$ cat config.mk
export PLATFORM = sky130hd
export DESIGN_NAME = alu_serial_ctrl
export DESIGN_NICKNAME = d
export VERILOG_FILES = /design/src/rtl/alu_serial_ctrl.sv
export SDC_FILE = /design/constraint.sdc
export NUM_CORES = 1
export LEC_CHECK = 0
export CORE_MARGIN = 2
export CORE_UTILIZATION = 48
export CTS_CLUSTER_SIZE = 10
export DETAILED_ROUTE_END_ITERATION = 16
export HOLD_SLACK_MARGIN = 0.1
export PLACE_DENSITY = 0.84
export RECOVER_POWER = 50
export SLEW_MARGIN = 5
export SYNTH_ARGS = -nofsm -noshare
export SYNTH_HDL_FRONTEND = slang
export SYNTH_SLANG_ARGS = --single-unit
$ cat constraint.sdc
create_clock -name clk -period 1.8 [get_ports clk]
set_input_delay 0.36 -clock clk [delete_from_list [all_inputs] [get_ports clk]]
set_output_delay 0.36 -clock clk [all_outputs]
set_load 0.01 [all_outputs]
$ cat src/rtl/alu_serial_ctrl.sv
// Bit-serial sequencer driving one external 1-bit ALU slice.
// Operands are presented LSB-first; the slice carry is chained through a register.
module alu_serial_ctrl #(
    parameter int WIDTH = 8
) (
    input  logic             clk,
    input  logic             rst_n,
    input  logic             req_valid,
    output logic             req_ready,
    input  logic [WIDTH-1:0] req_a,
    input  logic [WIDTH-1:0] req_b,
    input  logic [2:0]       req_op,
    output logic             rsp_valid,
    input  logic             rsp_ready,
    output logic [WIDTH-1:0] rsp_result,
    output logic             rsp_cout,
    output logic             rsp_ovf,
    output logic             rsp_zero,
    output logic             rsp_err,
    output logic             slice_a,
    output logic             slice_b,
    output logic             slice_binvert,
    output logic             slice_cin,
    output logic [2:0]       slice_op,
    input  logic             slice_result,
    input  logic             slice_cout
);

    localparam int CW = $clog2(WIDTH);
    localparam logic [CW-1:0] LAST = CW'(WIDTH - 1);

    localparam logic [2:0] OP_ADD = 3'b010;
    localparam logic [2:0] OP_SUB = 3'b110;

    typedef enum logic [1:0] {
        IDLE  = 2'd0,
        SHIFT = 2'd1,
        DONE  = 2'd2
    } state_e;

    state_e            state_q, state_d;
    logic [WIDTH-1:0]  a_q, a_d;
    logic [WIDTH-1:0]  b_q, b_d;
    logic [WIDTH-1:0]  res_q, res_d;
    logic [2:0]        op_q, op_d;
    logic [CW-1:0]     cnt_q, cnt_d;
    logic              binv_q, binv_d;
    logic              carry_q, carry_d;
    logic              cout_q, cout_d;
    logic              ovf_q, ovf_d;
    logic              zero_q, zero_d;
    logic              err_q, err_d;
    logic              hold_q, hold_d;
    logic              legal;
    logic              arith;

    always_ff @(posedge clk or negedge rst_n) begin
        if (!rst_n) begin
            state_q <= IDLE;
            a_q     <= '0;
            b_q     <= '0;
            res_q   <= '0;
            op_q    <= '0;
            cnt_q   <= '0;
            binv_q  <= 1'b0;
            carry_q <= 1'b0;
            cout_q  <= 1'b0;
            ovf_q   <= 1'b0;
            zero_q  <= 1'b0;
            err_q   <= 1'b0;
            hold_q  <= 1'b0;
        end else begin
            state_q <= state_d;
            a_q     <= a_d;
            b_q     <= b_d;
            res_q   <= res_d;
            op_q    <= op_d;
            cnt_q   <= cnt_d;
            binv_q  <= binv_d;
            carry_q <= carry_d;
            cout_q  <= cout_d;
            ovf_q   <= ovf_d;
            zero_q  <= zero_d;
            err_q   <= err_d;
            hold_q  <= hold_d;
        end
    end

    always_comb begin
        state_d       = state_q;
        a_d           = a_q;
        b_d           = b_q;
        res_d         = res_q;
        op_d          = op_q;
        cnt_d         = cnt_q;
        binv_d        = binv_q;
        carry_d       = carry_q;
        cout_d        = cout_q;
        ovf_d         = ovf_q;
        zero_d        = zero_q;
        err_d         = err_q;
        hold_d        = 1'b0;
        slice_a       = 1'b0;
        slice_b       = 1'b0;
        slice_binvert = 1'b0;
        slice_cin     = 1'b0;
        slice_op      = 3'b000;
        legal         = (req_op != 3'b101) && (req_op != 3'b111);
        arith         = (op_q == OP_ADD) || (op_q == OP_SUB);

        unique case (state_q)
            IDLE: begin
                if (req_valid) begin
                    a_d     = req_a;
                    b_d     = req_b;
                    op_d    = req_op;
                    cnt_d   = '0;
                    res_d   = '0;
                    binv_d  = (req_op == OP_SUB);
                    carry_d = (req_op == OP_SUB);
                    cout_d  = 1'b0;
                    ovf_d   = 1'b0;
                    zero_d  = 1'b0;
                    err_d   = ~legal;
                    // Illegal ops spend one silent cycle in DONE before responding.
                    hold_d  = ~legal;
                    state_d = legal ? SHIFT : DONE;
                end
            end
            SHIFT: begin
                slice_a       = a_q[0];
                slice_b       = b_q[0];
                slice_binvert = binv_q;
                slice_cin     = carry_q;
                slice_op      = op_q;
                res_d         = {slice_result, res_q[WIDTH-1:1]};
                a_d           = a_q >> 1;
                b_d           = b_q >> 1;
                carry_d       = slice_cout;
                cnt_d         = cnt_q + CW'(1);
                if (cnt_q == LAST) begin
                    ovf_d   = arith & (carry_q ^ slice_cout);
                    cout_d  = arith & slice_cout;
                    zero_d  = (res_d == '0);
                    state_d = DONE;
                end
            end
            DONE: begin
                if (!hold_q && rsp_ready) begin
                    state_d = IDLE;
                end
            end
            default: state_d = IDLE;
        endcase
    end

    assign req_ready  = rst_n && (state_q == IDLE);
    assign rsp_valid  = (state_q == DONE) && !hold_q;
    assign rsp_result = res_q;
    assign rsp_cout   = cout_q;
    assign rsp_ovf    = ovf_q;
    assign rsp_zero   = zero_q;
    assign rsp_err    = err_q;

endmodule
==> results.toml <==
[outcome]
outcome = "finished clean"

[clock_network]
hold_buffers = 0
clock_insertion_delay_worst_skew_ns = 0.29
cts_tree = "done"
ctsHtreeMaxLevel = 2
numClockSinks = 39
cts_root_buffer = "clkbuf_8"
clk_pin_slew_worst_paths_ns = 0.07
ctsLongestPathBuffers = 2
cts_inserted_buffers = 5

[setup_path]
critical_path_required_ns = 1.44
worst_r2r_startpoint = "state_q[0]"
critical_path.max_fanout = 6
rrSetupSlack_ns = 0.20
arrival_ns = 1.37
setup.worst_path.class = "flop to output port"
cp-end-kind = "output port"
critPathLaunch = "state_q[0]"
startpoint_type = "flop"
worst-r2r-cell-count = 4
timing.rr.end = "rsp_cout"

[global_routing]
total_routing_resource_utilization_after_global_routing = 0.212
number_of_antenna_violations_at_the_first_check_in_global_routing = 0
grt_pass1_wl_mm = 6.75
gr-total-overflow = 0
first_global_vias = 1475
largest_net_degree_at_the_start_of_global_routing = 42

[synth]
mapped_nets = 187
netlist-cell-type-count = 31
post_synth_instance_area_um2 = 1790
gate_count_of_the_mapped_netlist = 160
yosys_synthesis_warning_count = 0
synth_seq_cells = 39
syn-mean-instance-area_um2 = 11.2
synth-seq-area-share = 0.546

[final_layout]
register_area_um2 = 978
syn2layout_area_growth_pct = 34.8
mostFrequentLayoutCells = "37 x dfrtp_1, 35 x clkdlybuf4s50_1, 27 x nand2_1"
fin_nets = 241
num_antenna_cells = 0
fillers = 301
layout_commonest_cell = "dfrtp_1"
layout-drive-gt1-share = 0.167
multi_input_area_um2 = 779
postLayoutCoreUtil = 0.664

[drt]
first_pass_drt_iterations = 4
via_count = 1393
drc_errors = 0
wire_per_inst_um = 14.9
finalWirelength_mm = 3.91
drt-vias-per-instance = 5.30
antenna_violating_nets_post_route = 0
drt_iter0_drc = 97

[sta]
timing_max_transition_violations_final = 0
relSlewSlack = 0.363
setup_total_negative_slack_ns = 0
clock-skew-final_ns = 0.00650
layout_worst_path_cycle_share = 0.961
layout_min_cycle_time_ns = 1.73
report.final.hold_viol_count = 0
setup-violations-final = 0
worst_slew_pin_slew_ns = 0.956
timing.fmax_mhz = 578
grt_setup_unrepaired = "false"

[flow_run]
max_cap_violations = 0

[die]
num_io_pins = 46
row_count = 22
die_area_um2 = 4230
initial_core_util = 0.492
die_height_um = 65.0
core_um2 = 3630
die_w_um = 65.0

[power_and_ir_drop]
peakVddDrop_mv = 0.950
power.static_leakage_nw = 1.12
p_per_area_nw_per_um2 = 1640

[place]
place_congestion = 0.843
place_hpwl_mm = 2.77
port_buffers = 45

[hold_path]
min-delay-path-class = "primary input to async pin"
## state kept, by name, indices dropped and copies added, names as in the netlist
| signal | flops |
|---|---|
| rsp_cout | 1 |
| op_q | 3 |
| a_q | 8 |
| rsp_result | 8 |
| rsp_ovf | 1 |
| carry_q | 1 |
| cnt_q | 3 |
| b_q | 8 |
| hold_q | 1 |
| rsp_zero | 1 |
| rsp_err | 1 |
| state_q | 2 |
| binv_q | 1 |
## cells by family after synthesis
logic type                 synth area share
and+or+nand+nor                       0.164
DFF                                   0.546
AOI/OAI and AO/OA                     0.139
muxes                                0.0973
buffers and inverters                0.0350
adders and majority gates            0.0140
xor gates and xnor gates            0.00490
## timing repair
item | CTS | global route
gates resized for setup | 20 | 8
pin swaps | 0 | 0
setup endpoints to repair | 9 | 6
buffers inserted | 5 | 1
gates cloned | 1 | 0
## cell type report
class / instances / share of cell area
clock buffers: 7 / 0.0317
well taps: 48 / 0.0249
flip-flops and latches: 39 / 0.406
multi-input cells: 111 / 0.323
repair buffers: 57 / 0.212
clock inverters: 1 / 0.00208
## per-stage QoR
stage	area, um2	std cells	setup slack [ns]	hold slack [ns]	total power (W)
6_report	2410	263	0.0697	0.382	0.00395
5_1_grt	2410	263	0.0140	0.477	0.00425
4_1_cts	2420	263	0.00471	0.160	0.00398
3_5_place_dp	2300	249	-0.00581	0.463	0.00332
3_3_place_gp	2300	249	0.0426	0.456	0.00322
2_1_floorplan	1790	160	0.421	0.0644	0.00263
## worst max-delay path by stage
stage / to / slack (ns)
after floorplan: slice_a / 0.42
after global placement: slice_a / 0.04
after detailed placement: slice_binvert / -0.006
after CTS: slice_op[0] / 0.005
after global routing: req_ready / 0.01
final: req_ready / 0.07
## power by group
| part | internal (W) | total (W) | switching [W] |
|---|---|---|---|
| clock | 0.000272 | 0.000555 | 0.000283 |
| combinational | 0.000983 | 0.00190 | 0.000913 |
| sequential | 0.00124 | 0.00149 | 0.000253 |
| total | 0.00250 | 0.00395 | 0.00145 |
## synth_stat cells (all sizes together)
cell type | instances | share of area
a22o | 13 | 0.065
or3b | 1 | 0.0049
a21oi | 3 | 0.0084
nor2 | 2 | 0.0042
nand2b | 5 | 0.022
o21bai | 1 | 0.0063
o22ai | 1 | 0.0035
ha | 2 | 0.014
nor3 | 1 | 0.0028
clkbuf | 2 | 0.0049
nor3b | 2 | 0.0084
and4b | 1 | 0.0056
nor2b | 2 | 0.0070
nor4b | 2 | 0.013
o21ai | 17 | 0.048
nand2 | 27 | 0.057
xnor2 | 1 | 0.0049
buf | 9 | 0.030
and2 | 7 | 0.024
or4 | 1 | 0.0063
a21o | 2 | 0.0084
nand3b | 2 | 0.0084
mux2 | 3 | 0.019
mux2i | 14 | 0.078
dfrtp | 39 | 0.55
## metal layers
| layer | up-vias | wire length (um) | share of wire | track usage |
|---|---|---|---|---|
| met2 | 39 | 1970 | 0.50 | 0.358 |
| li1 | 667 | - | - | - |
| met4 | 0 | 57 | 0.015 | 0.0677 |
| met1 | 679 | 1690 | 0.43 | 0.261 |
| met5 | - | 0 | 0 | 0 |
| met3 | 8 | 199 | 0.051 | 0.0642 |
## critical path: stages (launching register included)
cell           delay [ns]
dfrtp_2              0.45
buf_4                0.15
nor3b_2              0.19
dlygate4sd2_1        0.29
No activity file was read; power rests on OpenSTA's default activity.
